## src/rtl/quad_mux_arb_pkg.sv

```systemverilog
// Shared types for the quad 2-to-1 multiplexer arbiter: FSM states and owner encoding.
package quad_mux_arb_pkg;

    typedef enum logic [1:0] {
        IDLE  = 2'd0,
        GUARD = 2'd1,
        OWN_A = 2'd2,
        OWN_B = 2'd3
    } arb_state_e;

    // Owner codes double as the multiplexer select value.
    localparam logic OWNER_A = 1'b0;
    localparam logic OWNER_B = 1'b1;

endpackage

```

## src/rtl/arb_hold_counter.sv

```systemverilog
// Counts consecutive grant cycles of the current owner, saturating at HOLD_MAX-1.
module arb_hold_counter #(
    parameter int HOLD_MAX = 8
) (
    input  logic clk_i,
    input  logic rst_i,
    input  logic clear_i,
    input  logic enable_i,
    output logic at_limit_o
);

    localparam int W = (HOLD_MAX > 1) ? $clog2(HOLD_MAX) : 1;
    localparam logic [W-1:0] LIMIT = W'(HOLD_MAX - 1);

    logic [W-1:0] cnt_q;
    logic [W-1:0] cnt_d;

    assign at_limit_o = (cnt_q == LIMIT);

    always_comb begin
        cnt_d = cnt_q;
        if (clear_i) begin
            cnt_d = '0;
        end else if (enable_i && !at_limit_o) begin
            cnt_d = cnt_q + W'(1);
        end
    end

    always_ff @(posedge clk_i or posedge rst_i) begin
        if (rst_i) begin
            cnt_q <= '0;
        end else begin
            cnt_q <= cnt_d;
        end
    end

endmodule

```

## src/rtl/quad_mux_arbiter.sv

```systemverilog
// Round-robin owner arbitration for a shared quad 2-to-1 mux, with a hold limit
// and one disabled guard cycle on every change of owner. All outputs registered.
module quad_mux_arbiter
    import quad_mux_arb_pkg::*;
#(
    parameter int HOLD_MAX = 8
) (
    input  logic       CLK,
    input  logic       RST,
    input  logic       REQ_A,
    input  logic       REQ_B,
    output logic       GNT_A,
    output logic       GNT_B,
    output logic       S,
    output logic       E,
    output logic [1:0] dbg_state_o
);

    arb_state_e state_q, state_d;
    logic next_q, next_d;
    logic last_q, last_d;
    logic s_q, s_d;
    logic e_q, e_d;
    logic gnt_a_q, gnt_a_d;
    logic gnt_b_q, gnt_b_d;
    logic in_own;
    logic at_limit;

    assign in_own = (state_q == OWN_A) || (state_q == OWN_B);

    // Every OWN state is entered from GUARD, so clearing outside OWN clears on entry.
    arb_hold_counter #(
        .HOLD_MAX (HOLD_MAX)
    ) u_hold (
        .clk_i      (CLK),
        .rst_i      (RST),
        .clear_i    (!in_own),
        .enable_i   (in_own),
        .at_limit_o (at_limit)
    );

    always_comb begin
        state_d = state_q;
        next_d  = next_q;
        last_d  = last_q;
        case (state_q)
            IDLE: begin
                if (REQ_A && REQ_B) begin
                    next_d  = (last_q == OWNER_A) ? OWNER_B : OWNER_A;
                    state_d = GUARD;
                end else if (REQ_A) begin
                    next_d  = OWNER_A;
                    state_d = GUARD;
                end else if (REQ_B) begin
                    next_d  = OWNER_B;
                    state_d = GUARD;
                end
            end
            GUARD: begin
                if ((next_q == OWNER_A) ? REQ_A : REQ_B) begin
                    state_d = (next_q == OWNER_A) ? OWN_A : OWN_B;
                    last_d  = next_q;
                end else begin
                    state_d = IDLE;
                end
            end
            OWN_A: begin
                if (!REQ_A) begin
                    state_d = REQ_B ? GUARD : IDLE;
                    next_d  = OWNER_B;
                end else if (REQ_B && at_limit) begin
                    state_d = GUARD;
                    next_d  = OWNER_B;
                end
            end
            OWN_B: begin
                if (!REQ_B) begin
                    state_d = REQ_A ? GUARD : IDLE;
                    next_d  = OWNER_A;
                end else if (REQ_A && at_limit) begin
                    state_d = GUARD;
                    next_d  = OWNER_A;
                end
            end
            default: state_d = IDLE;
        endcase
    end

    // Outputs are decoded from the next state so they register alongside it.
    always_comb begin
        s_d     = s_q;
        e_d     = 1'b1;
        gnt_a_d = 1'b0;
        gnt_b_d = 1'b0;
        case (state_d)
            GUARD: s_d = next_d;
            OWN_A: begin
                s_d     = OWNER_A;
                e_d     = 1'b0;
                gnt_a_d = 1'b1;
            end
            OWN_B: begin
                s_d     = OWNER_B;
                e_d     = 1'b0;
                gnt_b_d = 1'b1;
            end
            default: ;
        endcase
    end

    always_ff @(posedge CLK or posedge RST) begin
        if (RST) begin
            state_q <= IDLE;
            next_q  <= OWNER_A;
            last_q  <= OWNER_B;
            s_q     <= 1'b0;
            e_q     <= 1'b1;
            gnt_a_q <= 1'b0;
            gnt_b_q <= 1'b0;
        end else begin
            state_q <= state_d;
            next_q  <= next_d;
            last_q  <= last_d;
            s_q     <= s_d;
            e_q     <= e_d;
            gnt_a_q <= gnt_a_d;
            gnt_b_q <= gnt_b_d;
        end
    end

    assign GNT_A       = gnt_a_q;
    assign GNT_B       = gnt_b_q;
    assign S           = s_q;
    assign E           = e_q;
    assign dbg_state_o = state_q;

endmodule

```

## config.mk

```make
export PLATFORM = sky130hd
export DESIGN_NAME = quad_mux_arbiter
export DESIGN_NICKNAME = d
export VERILOG_FILES = /design/src/rtl/quad_mux_arb_pkg.sv /design/src/rtl/arb_hold_counter.sv /design/src/rtl/quad_mux_arbiter.sv
export SDC_FILE = /design/constraint.sdc
export NUM_CORES = 1
export LEC_CHECK = 0
export CAP_MARGIN = 20
export CORE_MARGIN = 1
export CORE_UTILIZATION = 40
export CTS_CLUSTER_SIZE = 30
export DETAILED_ROUTE_END_ITERATION = 8
export PLACE_DENSITY = 0.64
export SLEW_MARGIN = 10
export SYNTH_ARGS = -nofsm -noshare
export SYNTH_HDL_FRONTEND = slang
export SYNTH_HIERARCHICAL = 1
export SYNTH_SLANG_ARGS = --single-unit
```

## constraint.sdc

```tcl
create_clock -name CLK -period 4.26 [get_ports CLK]
set_input_delay 0.852 -clock CLK [delete_from_list [all_inputs] [get_ports CLK]]
set_output_delay 0.852 -clock CLK [all_outputs]
set_load 0.005 [all_outputs]
```

==> summary.txt <==
Place
  – GPL Wtd Cong: 0.7218
  – Port Buf Inserts: 9
  – Post-DP HPWL: 749.9 um
  – Dpl cell area: 725.7 um2
  – Pre-CTS setup slack: 1.887 ns

Final layout
  – Commonest non-fill, non-tap cells in the layout: dfrtp_1, clkdlybuf4s50_1, nor2_1
  – Register area: 277.8 um2
  – Antenna diodes: 0
  – Multi-input gate area: 322.8 um2
  – Post-layout util: 50.00%
  – Layout overhead on the synthesized area: 17.81%
  – Layout cells sized above 1: 19.72%
  – Fin nets: 78
  – Design Area, Final: 753.2 um2
  – Fillers: 132

Power
  – Sw Ratio: 36.32%
  – Leak: 0.3332 nW
  – Tot Pwr: 0.0005135 W
  – Maximum VDD drop: 0.3355 mV
  – Power per cell area: 681.8 nW/um2
  – Psw: 0.0001865 W
  – Clock power share: 13.3%
  – Comb pwr share: 46.1%
  – Int Pwr: 0.0003270 W
  – Sequential share of power: 40.6%

Global routing
  – All-Layer GR Usage: 13.84%
  – Vias in the first global route: 409
  – Global-route wire length before repair: 1766 um
  – Maximum number of pins on one net before global-route repair: 15
  – Global route overflow: 0
  – Initial antenna violation count: 0

Flow run
  – Max_cap viols: 0

Drt
  – DR vias: 455
  – DRT iter0 DRCs: 4
  – Vias per cell: 5.230
  – Pre-antenna DRT Iters: 4
  – Antenna Violating Nets Remaining: 0
  – Routed len/inst: 11.60 um
  – Post-Route WL: 1009 um
  – DR DRC count: 0

Clock network
  – Sink Count: 11
  – H-tree depth: 1
  – # resized after CTS: 0
  – Hold Buf Count CTS: 0
  – Clk pin slew, worst setup/hold paths: 0.07 ns
  – CTS tree: built
  – Post-CTS Setup Bufs: 0
  – Clk_lat worst skew: 0.27 ns
  – Clock Root Buffer: clkbuf_4
  – CTS max path bufs: 2
  – Cts bufs inserted: 3

Status
  – Run status: complete, no violations

STA
  – Final hold vios: 0
  – Setup-failing EPs final: 0
  – Setup WS post-layout: 1.948 ns
  – RSZ-0062 raised after global routing: no
  – Min cycle time layout: 2.312 ns
  – Fin crit share: 54.26%
  – Slew Limit Fails: 0
  – Setup TNS: 0 ns
  – Slew @ Worst Pin: 0.4302 ns
  – Max Clk Rate: 0.4326 GHz
  – Max_slew headroom: 71.32%
  – Clock skew: 0.005885 ns

Critical path
  – Critical Path Max Stage Delay: 0.61 ns
  – WP data required: 3.41 ns
  – Setup crit end kind: output port
  – Crit-path cells: clkdlybuf4s50_1
  – CP arrival: 1.46 ns
  – Crit Path Max Fanout: 14
  – Slowest cell on the critical path: dfrtp_1
  – WP buf/inv: 1
  – Critical path class: register to output port
  – Critical path startpoint category: register
  – Cell family with most CP delay: flip-flops

Yosys
  – Async SR Flop Fraction: 100.0%
  – Post-Syn Area: 639.4 um2
  – Synth warn: 6
  – Synth Instances: 62
  – Post-Syn Area per Cell: 10.31 um2
  – Sequential area share after synthesis: 43.44%
  – Post-synth EDFFs: 0
  – Synth Net Count: 68
  – #FFs+latches synth: 11
  – Main synth FF type: dfrtp_1
  – Post-synthesis cell type count: 31

Die
  – Die span in y: 41.98 um
  – Die X: 41.98 um
  – # IOs: 10
  – Initial core utilization: 42.44%
  – Row count: 14
  – Core area: 1506 um2
  – Full die area: 1762 um2

Worst hold path
  – Worst min path class: register to register
## path summary, 6_finish.rpt
kind                                              from                           to  slack (ns)  cells after the start
max                           dbg_state_o[1]$_DFF_PP0_               dbg_state_o[1]        1.95                      1
min                                 last_q$_DFFE_PP1P_           last_q$_DFFE_PP1P_        0.53                      2
max reg2reg                u_hold/cnt_q[0]$_DFFE_PP0P_                S$_DFFE_PP0P_        2.44                      7
min reg2reg                         last_q$_DFFE_PP1P_           last_q$_DFFE_PP1P_        0.53                      2
max in group asynchronous                          RST           last_q$_DFFE_PP1P_        3.13                      2
min in group asynchronous                          RST  u_hold/cnt_q[0]$_DFFE_PP0P_        0.77                      2
## layer usage
metal / up-vias / GRT usage (%) / part of all wire, % / wire, um
li1: 233 / - / - / -
met1: 212 / 18.93 / 51 / 518
met2: 6 / 18.75 / 43 / 437
met3: 4 / 3.879 / 2.9 / 29
met4: 0 / 9.677 / 2.3 / 23
met5: - / 0 / 0 / 0
## logic make-up (layout without fill, tap and decap cells)
kind of cell	after synthesis	in the layout	synth area share, %
adder cells (fa/ha/maj)	2	2	3.913
flip-flops	11	11	43.44
buffers and inverters	8	17	6.064
AO/OA/AOI/OAI	16	16	20.74
multiplexers	2	2	3.913
AND/OR/NAND/NOR	23	23	21.92
## metrics by stage
| step | hold WS (ns) | instances |
|---|---|---|
| 6_report | 0.5349 | 87 |
| 5_1_grt | 0.5763 | 87 |
| 4_1_cts | 0.5440 | 87 |
| 3_5_place_dp | 0.5343 | 83 |
| 3_3_place_gp | 0.5254 | 83 |
| 2_1_floorplan | 0.5084 | 62 |
## state kept, by name, summed over array words and instances, names as in the netlist
register and cells:
E 1, dbg_state_o 2, next_q 1, S 1, GNT_B 1, GNT_A 1, last_q 1, u_hold/cnt_q 3
## Yosys cell counts (2+ instances only)
| cell type | n | area, um2 |
|---|---|---|
| a21oi_1 | 5 | 25.02 |
| buf_4 | 2 | 15.01 |
| dfrtp_1 | 9 | 225.2 |
| dfstp_2 | 2 | 52.55 |
| ha_1 | 2 | 25.02 |
| inv_1 | 3 | 11.26 |
| nand2_1 | 4 | 15.01 |
| nand2b_1 | 3 | 18.77 |
| nand4bb_1 | 2 | 22.52 |
| nor2_1 | 6 | 22.52 |
| nor2b_1 | 3 | 18.77 |
| o21ai_1 | 2 | 10.01 |
## layout make-up
| cell class | instances | share of cell area (%) |
|---|---|---|
| Inverter | 4 | 1.993 |
| Timing Repair Buffer | 9 | 11.96 |
| Clock buffer | 3 | 2.990 |
| Tap cell | 16 | 2.658 |
| Clock inverter | 1 | 0.6645 |
| Multi-Input combinational cell | 43 | 42.86 |
| Sequential cell | 11 | 36.88 |
## power groups by stage
stage               sequential [W]  clock (W)  combinational, W
global route              0.000218  0.0000751          0.000268
floorplan                 0.000181          0          0.000196
detailed placement        0.000209          0          0.000240
finish                    0.000209  0.0000684          0.000237
global placement          0.000209          0          0.000239
CTS                       0.000208  0.0000707          0.000242
Note: power is estimated with default switching activity, not from simulation.
